File: src/rtl/display_pkg.sv
// display_pkg: shared constants for the BCD display encoder.
//   - 7-segment patterns, bit order {dp,g,f,e,d,c,b,a}, active high, dp always 0
//   - converter state encoding
//   - sizing constants and the double-dabble nibble adjust helper
package display_pkg;

   localparam logic [7:0] SEG_0     = 8'h3F;
   localparam logic [7:0] SEG_1     = 8'h06;
   localparam logic [7:0] SEG_2     = 8'h5B;
   localparam logic [7:0] SEG_3     = 8'h4F;
   localparam logic [7:0] SEG_4     = 8'h66;
   localparam logic [7:0] SEG_5     = 8'h6D;
   localparam logic [7:0] SEG_6     = 8'h7D;
   localparam logic [7:0] SEG_7     = 8'h07;
   localparam logic [7:0] SEG_8     = 8'h7F;
   localparam logic [7:0] SEG_9     = 8'h6F;
   localparam logic [7:0] SEG_DASH  = 8'h40;
   localparam logic [7:0] SEG_BLANK = 8'h00;

   localparam int BCD_DIGITS = 4;
   localparam int BIN_WIDTH  = 14;
   localparam int BCD_WIDTH  = 4 * BCD_DIGITS;
   localparam logic [BIN_WIDTH-1:0] MAX_VALUE = 14'd9999;

   typedef enum logic [1:0] {
      IDLE  = 2'd0,
      SHIFT = 2'd1,
      LOAD  = 2'd2
   } state_t;

   // Shift-add-3 correction: a nibble of 5 or more would exceed 9 after doubling.
   function automatic logic [3:0] add3(input logic [3:0] nib);
      if (nib >= 4'd5) begin
         return nib + 4'd3;
      end else begin
         return nib;
      end
   endfunction

endpackage

File: src/rtl/bcd_display_encoder_if.sv
// bcd_display_encoder_if: value handshake plus digit outputs of the encoder.
//   in_valid/in_value/in_ready : binary value handshake (source -> encoder)
//   done                       : one-cycle pulse when new digits are presented
//   digit0..digit3             : segment words, units..thousands
// Modports: master = value source / display side, slave = encoder.
interface bcd_display_encoder_if
   import display_pkg::*;
#(
   parameter int WIDTH = 15
);
   logic                 in_valid;
   logic                 in_ready;
   logic [BIN_WIDTH-1:0] in_value;
   logic                 done;
   logic [WIDTH-1:0]     digit0;
   logic [WIDTH-1:0]     digit1;
   logic [WIDTH-1:0]     digit2;
   logic [WIDTH-1:0]     digit3;

   modport master (
      output in_valid, in_value,
      input  in_ready, done, digit0, digit1, digit2, digit3
   );

   modport slave (
      input  in_valid, in_value,
      output in_ready, done, digit0, digit1, digit2, digit3
   );
endinterface

File: src/rtl/seg7_encode.sv
// seg7_encode: combinational BCD digit to 7-segment pattern (active high).
//   bcd   in  4 : digit value 0..9
//   blank in  1 : show nothing
//   dash  in  1 : show a dash (takes priority over blank)
//   seg   out 8 : pattern {dp,g,f,e,d,c,b,a}
module seg7_encode
   import display_pkg::*;
(
   input  logic [3:0] bcd,
   input  logic       blank,
   input  logic       dash,
   output logic [7:0] seg
);

   // Pattern lookup; non-decimal nibbles show a dash so they are visibly wrong.
   always_comb begin
      seg = SEG_BLANK;
      if (dash) begin
         seg = SEG_DASH;
      end else if (blank) begin
         seg = SEG_BLANK;
      end else begin
         case (bcd)
            4'd0:    seg = SEG_0;
            4'd1:    seg = SEG_1;
            4'd2:    seg = SEG_2;
            4'd3:    seg = SEG_3;
            4'd4:    seg = SEG_4;
            4'd5:    seg = SEG_5;
            4'd6:    seg = SEG_6;
            4'd7:    seg = SEG_7;
            4'd8:    seg = SEG_8;
            4'd9:    seg = SEG_9;
            default: seg = SEG_DASH;
         endcase
      end
   end

endmodule

File: src/rtl/bcd_display_encoder.sv
// bcd_display_encoder: 14-bit binary -> four 7-segment words via double-dabble.
//   clk   in : clock, rising edge
//   reset in : synchronous active-high reset
//   bus      : slave side of bcd_display_encoder_if (handshake, done, digit0..3)
// Parameters: WIDTH (digit word width, >= 8), SEG_ACTIVE_LOW (invert [7:0]),
// LZ_BLANK (blank leading zeros, units digit always shown).
// One conversion takes 15 clocks from accept to outputs; all four words update
// on the same edge so the display never shows a partially converted value.
module bcd_display_encoder
   import display_pkg::*;
#(
   parameter int WIDTH          = 15,
   parameter bit SEG_ACTIVE_LOW = 1'b0,
   parameter bit LZ_BLANK       = 1'b1
)
(
   input logic                  clk,
   input logic                  reset,
   bcd_display_encoder_if.slave bus
);

   localparam logic [7:0]       POL_MASK   = SEG_ACTIVE_LOW ? 8'hFF : 8'h00;
   localparam logic [WIDTH-1:0] BLANK_WORD = WIDTH'(POL_MASK);

   state_t                                state_r;
   logic [3:0]                            cnt_r;
   // {BCD accumulator, binary shift register} shifted as one word
   logic [BCD_WIDTH+BIN_WIDTH-1:0]        work_r;
   logic                                  ovf_r;
   logic                                  in_ready_r;
   logic                                  done_r;
   logic [BCD_DIGITS-1:0][WIDTH-1:0]      digit_r;

   logic [BCD_WIDTH-1:0]                  bcd_s;
   logic [BCD_WIDTH-1:0]                  bcd_adj_s;
   logic [BCD_DIGITS-1:0]                 blank_s;
   logic [BCD_DIGITS-1:0][7:0]            seg_s;
   logic [BCD_DIGITS-1:0][WIDTH-1:0]      word_s;

   assign bcd_s = work_r[BCD_WIDTH+BIN_WIDTH-1:BIN_WIDTH];

   // Add-3 correction of every BCD nibble ahead of the next shift.
   always_comb begin
      bcd_adj_s = 16'd0;
      for (int i = 0; i < BCD_DIGITS; i++) begin
         bcd_adj_s[i*4 +: 4] = add3(bcd_s[i*4 +: 4]);
      end
   end

   // Leading-zero blanking cascades from the thousands digit downward.
   always_comb begin
      blank_s    = 4'b0000;
      blank_s[3] = (LZ_BLANK == 1'b1) && (bcd_s[15:12] == 4'd0);
      blank_s[2] = blank_s[3] && (bcd_s[11:8] == 4'd0);
      blank_s[1] = blank_s[2] && (bcd_s[7:4] == 4'd0);
      blank_s[0] = 1'b0;
   end

   for (genvar g = 0; g < BCD_DIGITS; g++) begin : g_enc
      seg7_encode u_enc (
         .bcd   (bcd_s[g*4 +: 4]),
         .blank (blank_s[g]),
         .dash  (ovf_r),
         .seg   (seg_s[g])
      );
      assign word_s[g] = WIDTH'(seg_s[g] ^ POL_MASK);
   end

   // Converter FSM, shift/add-3 datapath and registered outputs.
   always_ff @(posedge clk) begin
      if (reset) begin
         state_r    <= IDLE;
         cnt_r      <= 4'd0;
         work_r     <= 30'd0;
         ovf_r      <= 1'b0;
         in_ready_r <= 1'b0;
         done_r     <= 1'b0;
         digit_r    <= {BCD_DIGITS{BLANK_WORD}};
      end else begin
         case (state_r)
            IDLE: begin
               done_r <= 1'b0;
               if (bus.in_valid && in_ready_r) begin
                  work_r     <= {16'd0, bus.in_value};
                  cnt_r      <= 4'(BIN_WIDTH - 1);
                  ovf_r      <= (bus.in_value > MAX_VALUE);
                  in_ready_r <= 1'b0;
                  state_r    <= SHIFT;
               end else begin
                  in_ready_r <= 1'b1;
               end
            end
            SHIFT: begin
               // Overflowed values still shift so every conversion has equal latency.
               work_r <= {bcd_adj_s, work_r[BIN_WIDTH-1:0]} << 5'd1;
               if (cnt_r == 4'd0) begin
                  state_r <= LOAD;
               end else begin
                  cnt_r <= cnt_r - 4'd1;
               end
            end
            LOAD: begin
               digit_r    <= word_s;
               done_r     <= 1'b1;
               in_ready_r <= 1'b1;
               state_r    <= IDLE;
            end
            default: begin
               state_r    <= IDLE;
               in_ready_r <= 1'b0;
               done_r     <= 1'b0;
            end
         endcase
      end
   end

   assign bus.in_ready = in_ready_r;
   assign bus.done     = done_r;
   assign bus.digit0   = digit_r[0];
   assign bus.digit1   = digit_r[1];
   assign bus.digit2   = digit_r[2];
   assign bus.digit3   = digit_r[3];

endmodule
File: src/flat_wrapper.sv
// flat-port wrapper written by rule: the top's interface ports become plain ports
module bcd_display_encoder_flat import display_pkg::*;
#(
   parameter int WIDTH          = 15,
   parameter bit SEG_ACTIVE_LOW = 1'b0,
   parameter bit LZ_BLANK       = 1'b1
)
  (clk, reset, bus_in_valid, bus_in_value, bus_in_ready, bus_done, bus_digit0, bus_digit1, bus_digit2, bus_digit3);
  bcd_display_encoder_if #(.WIDTH(WIDTH)) bus_i ();
  input logic clk;
  input logic reset;
  input wire logic [$bits(bus_i.in_valid)-1:0] bus_in_valid;
  input wire logic [$bits(bus_i.in_value)-1:0] bus_in_value;
  output wire logic [$bits(bus_i.in_ready)-1:0] bus_in_ready;
  output wire logic [$bits(bus_i.done)-1:0] bus_done;
  output wire logic [$bits(bus_i.digit0)-1:0] bus_digit0;
  output wire logic [$bits(bus_i.digit1)-1:0] bus_digit1;
  output wire logic [$bits(bus_i.digit2)-1:0] bus_digit2;
  output wire logic [$bits(bus_i.digit3)-1:0] bus_digit3;
  assign bus_i.in_valid = bus_in_valid;
  assign bus_i.in_value = bus_in_value;
  assign bus_in_ready = bus_i.in_ready;
  assign bus_done = bus_i.done;
  assign bus_digit0 = bus_i.digit0;
  assign bus_digit1 = bus_i.digit1;
  assign bus_digit2 = bus_i.digit2;
  assign bus_digit3 = bus_i.digit3;
  bcd_display_encoder #(.WIDTH(WIDTH), .SEG_ACTIVE_LOW(SEG_ACTIVE_LOW), .LZ_BLANK(LZ_BLANK)) u_core (.clk(clk), .reset(reset), .bus(bus_i));
endmodule
File: config.mk
export PLATFORM = sky130hd
export DESIGN_NAME = bcd_display_encoder_flat
export DESIGN_NICKNAME = d
export VERILOG_FILES = /design/src/rtl/display_pkg.sv /design/src/rtl/bcd_display_encoder_if.sv /design/src/rtl/seg7_encode.sv /design/src/rtl/bcd_display_encoder.sv /design/src/flat_wrapper.sv
export SDC_FILE = /design/constraint.sdc
export NUM_CORES = 1
export LEC_CHECK = 0
export CAP_MARGIN = 20
export CORE_ASPECT_RATIO = 1.4
export CORE_UTILIZATION = 50
export DETAILED_ROUTE_END_ITERATION = 10
export PLACE_DENSITY = 0.78
export SKIP_LAST_GASP = 1
export SYNTH_ARGS = -nofsm -noshare
export SYNTH_HDL_FRONTEND = slang
export SYNTH_HIERARCHICAL = 1
export SYNTH_SLANG_ARGS = --single-unit
File: constraint.sdc
create_clock -name clk -period 2.7 [get_ports clk]
set_clock_uncertainty 0.2 [all_clocks]
set_input_delay 0.405 -clock clk [delete_from_list [all_inputs] [get_ports clk]]
set_output_delay 0.405 -clock clk [all_outputs]
set_load 0.03 [all_outputs]
==> results.toml <==
[synthesis]
ys_seq_elements = 71
syn_area_um2 = 4010
seq_area_frac_synth_pct = 35.4
ys_types = 42
async_flop_share_pct = 0
yosysWarnings = 6
synthCells = 520
ys.flop_type = "dfxtp_1"
syn_area_per_cell_um2 = 7.72
synth-edff-count = 0

[power_and_ir_drop]
power_w = 0.00221
vdd_drop_max_v = 0.000313
powerDensity_nw_per_um2 = 478
leakagePower_nw = 1.85

[drt]
drt_iter0_markers = 204
routed.top_layer = "met4"
wl_per_cell_um = 11.6
routed_wirelength_um = 7740
vias_per_cell = 5.05
vias = 3355
drt_first_pass_iters = 4
drcViolationCount = 0
met1Wirelength_um = 3370
ant_nets = 0
wl_met3_um = 279
dr_wl_met2_um = 3960

[clock_tree]
cts_tree = "done"
cts_root_buf = "clkbuf_8"
postCtsHoldBufs = 0
htreeDepth = 3
post_cts_resized = 0
cts_made_buffers = 9
cts_sinks = 71
cts_setup_buffers = 0
clk_path_buf_depth = 2
insertion_delay_ns = 0.36
clkTransAtPathRegs_ns = 0.08

[setup_path]
crit_path_max_fanout = 7
crit_path_end_kind = "flip-flop"
cp.arrival_ns = 2.42
rrSetupSlack_ns = 0.31
critPathBufInv = 1
cp-start-kind = "flip-flop"
slowest_delay_ns = 0.40
worstSetupPathType = "flip-flop to flip-flop"
path_delay_family = "simple AND/OR/NAND/NOR gates"
cpMaxStageDelayCell = "nor3b_1"
required_ns = 2.74
worstPathCellList = "inv_1 > ha_1 > nor3b_1 > and3_1 > and3_1 > nor2_1 > nand2_1 > a21oi_1 > nand2_1 > a21oi_1"

[sta]
finalSetupViolations = 0
rsz0062_at_grt = "no"
fin_crit_sh_pct = 88.4
fmax_ghz = 0.419
tightestPinTransition_ns = 0.788
hold_viol = 0
period_minus_slack_ns = 2.39
drv_slew = 0
setup_tns_ns = 0
maxSlewHeadroom_pct = 47.3

[final_layout]
final_nets = 608
final_common_cell = "nand2_1"
n_antenna_cell = 0
final_cell_mix = "82 x nand2_1, 71 x dfxtp_1, 67 x nor2_1"
area_delta_synth_final_pct = 15.4
fin_area_um2 = 4630
drive_gt1_share_pct = 6.37

[min_path]
worstHoldPathType = "flip-flop to flip-flop"

[die]
die_h_um = 108
rows = 38
fp.dieW_um = 77.7
core_area_um2 = 7750
dieArea_um2 = 8390
io_pins = 79
start_util_pct = 51.8

[place]
globalplace.congestion = 0.859
placed_cell_area_um2 = 4430
dp_hpwl_um = 5420
place.port_buffers = 50

[global_route]
grt_first_pass_wirelength_um = 13700
overflow = 0
grt_usage_pct = 20.6
grt_pass1_vias = 3131
grt_max_degree = 33
antenna_found_initial = 0

[run_status]
status = "completed"

[flow_run]
maxCapViolCount = 0
-- kinds of logic after synthesis --
family	synth area share, %
multiplexers	2.78
flip-flops	35.4
AO/OA/AOI/OAI	15.9
adder cells (fa/ha/maj)	9.67
AND/OR/NAND/NOR	22.7
XOR/XNOR	1.53
other	0.468
buffers and inverters	11.6
-- where the power goes --
part           internal, W  switching [W]  leakage (nW)
registers          0.00108      0.0000256         0.576
logic            0.0000825       0.000174          1.18
clock network     0.000446       0.000401        0.0981
-- tightest hold or removal path: cells and delay by family (launching register included) --
| kind | cells | cell delay (ns) |
|---|---|---|
| and+or+nand+nor | 1 | 0.05 |
| DFF | 1 | 0.31 |
| AOI/OAI and AO/OA | 1 | 0.05 |
-- state kept, by name (all words and copies together), names as in the netlist, 2 cells and up --
register and count:
u_core/work_r 30, u_core/bus.digit0 8, u_core/cnt_r 4, u_core/bus.digit1 8, u_core/state_r 2, u_core/bus.digit2 8, u_core/bus.digit3 8
-- stage by stage --
| stage | instances | worst slack [ns] | hold slack, ns | utilization (%) |
|---|---|---|---|---|
| 6_report | 665 | 0.312 | 0.254 | 59.8 |
| 5_1_grt | 665 | 0.0896 | 0.268 | 59.8 |
| 4_1_cts | 665 | 0.359 | 0.256 | 59.8 |
| 3_5_place_dp | 649 | 0.369 | 0.246 | 57.2 |
| 3_3_place_gp | 649 | 0.493 | 0.241 | 57.2 |
| 2_1_floorplan | 549 | 0.672 | 0.232 | - |
-- synth_stat cells (3+ instances only) --
cell type / instances / area share, %
a21oi_2: 4 / 0.87
buf_6: 4 / 1.1
nand3_1: 7 / 0.87
o21ai_0: 17 / 2.1
a22o_1: 11 / 2.4
nand2_1: 82 / 7.7
a21oi_1: 64 / 8.0
clkbuf_1: 19 / 1.8
nor2_1: 67 / 6.3
and3_1: 3 / 0.47
a31oi_1: 3 / 0.47
a21boi_1: 4 / 0.75
nor4_1: 13 / 2.0
nor3_1: 4 / 0.50
conb_1: 5 / 0.47
xor2_1: 3 / 0.65
mux2i_1: 4 / 1.0
mux2_4: 4 / 1.5
inv_1: 25 / 2.3
xnor2_1: 4 / 0.87
dfxtp_1: 71 / 35
nand2b_1: 15 / 2.3
buf_4: 32 / 6.0
ha_1: 31 / 9.7
o21ai_1: 4 / 0.50
-- final timing paths --
| check | start | to | depth (start not counted) |
|---|---|---|---|
| hold / removal | u_core/bus.digit2[3] | u_core/bus.digit2[3] | 2 |
| setup reg to reg | u_core/work_r[27] | u_core/bus.digit1[1] | 10 |
| hold reg to reg | u_core/bus.digit2[3] | u_core/bus.digit2[3] | 2 |
| setup / recovery | u_core/work_r[27] | u_core/bus.digit1[1] | 10 |
-- final cells by class --
class | count | area (um2)
inverters | 25 | 93.8
flip-flops and latches | 71 | 1420
fillers | 748 | 3120
clock inverters | 6 | 60.1
well taps | 100 | 125
clock buffers | 10 | 138
multi-input cells | 395 | 2240
repair buffers | 58 | 556
-- routing by layer --
layer	GRT usage, %	vias up
li1	-	1731
met1	23.5	1540
met2	35.9	75
met3	4.73	9
met4	10.4	0
met5	0	-
No activity file was read; power rests on OpenSTA's default activity.
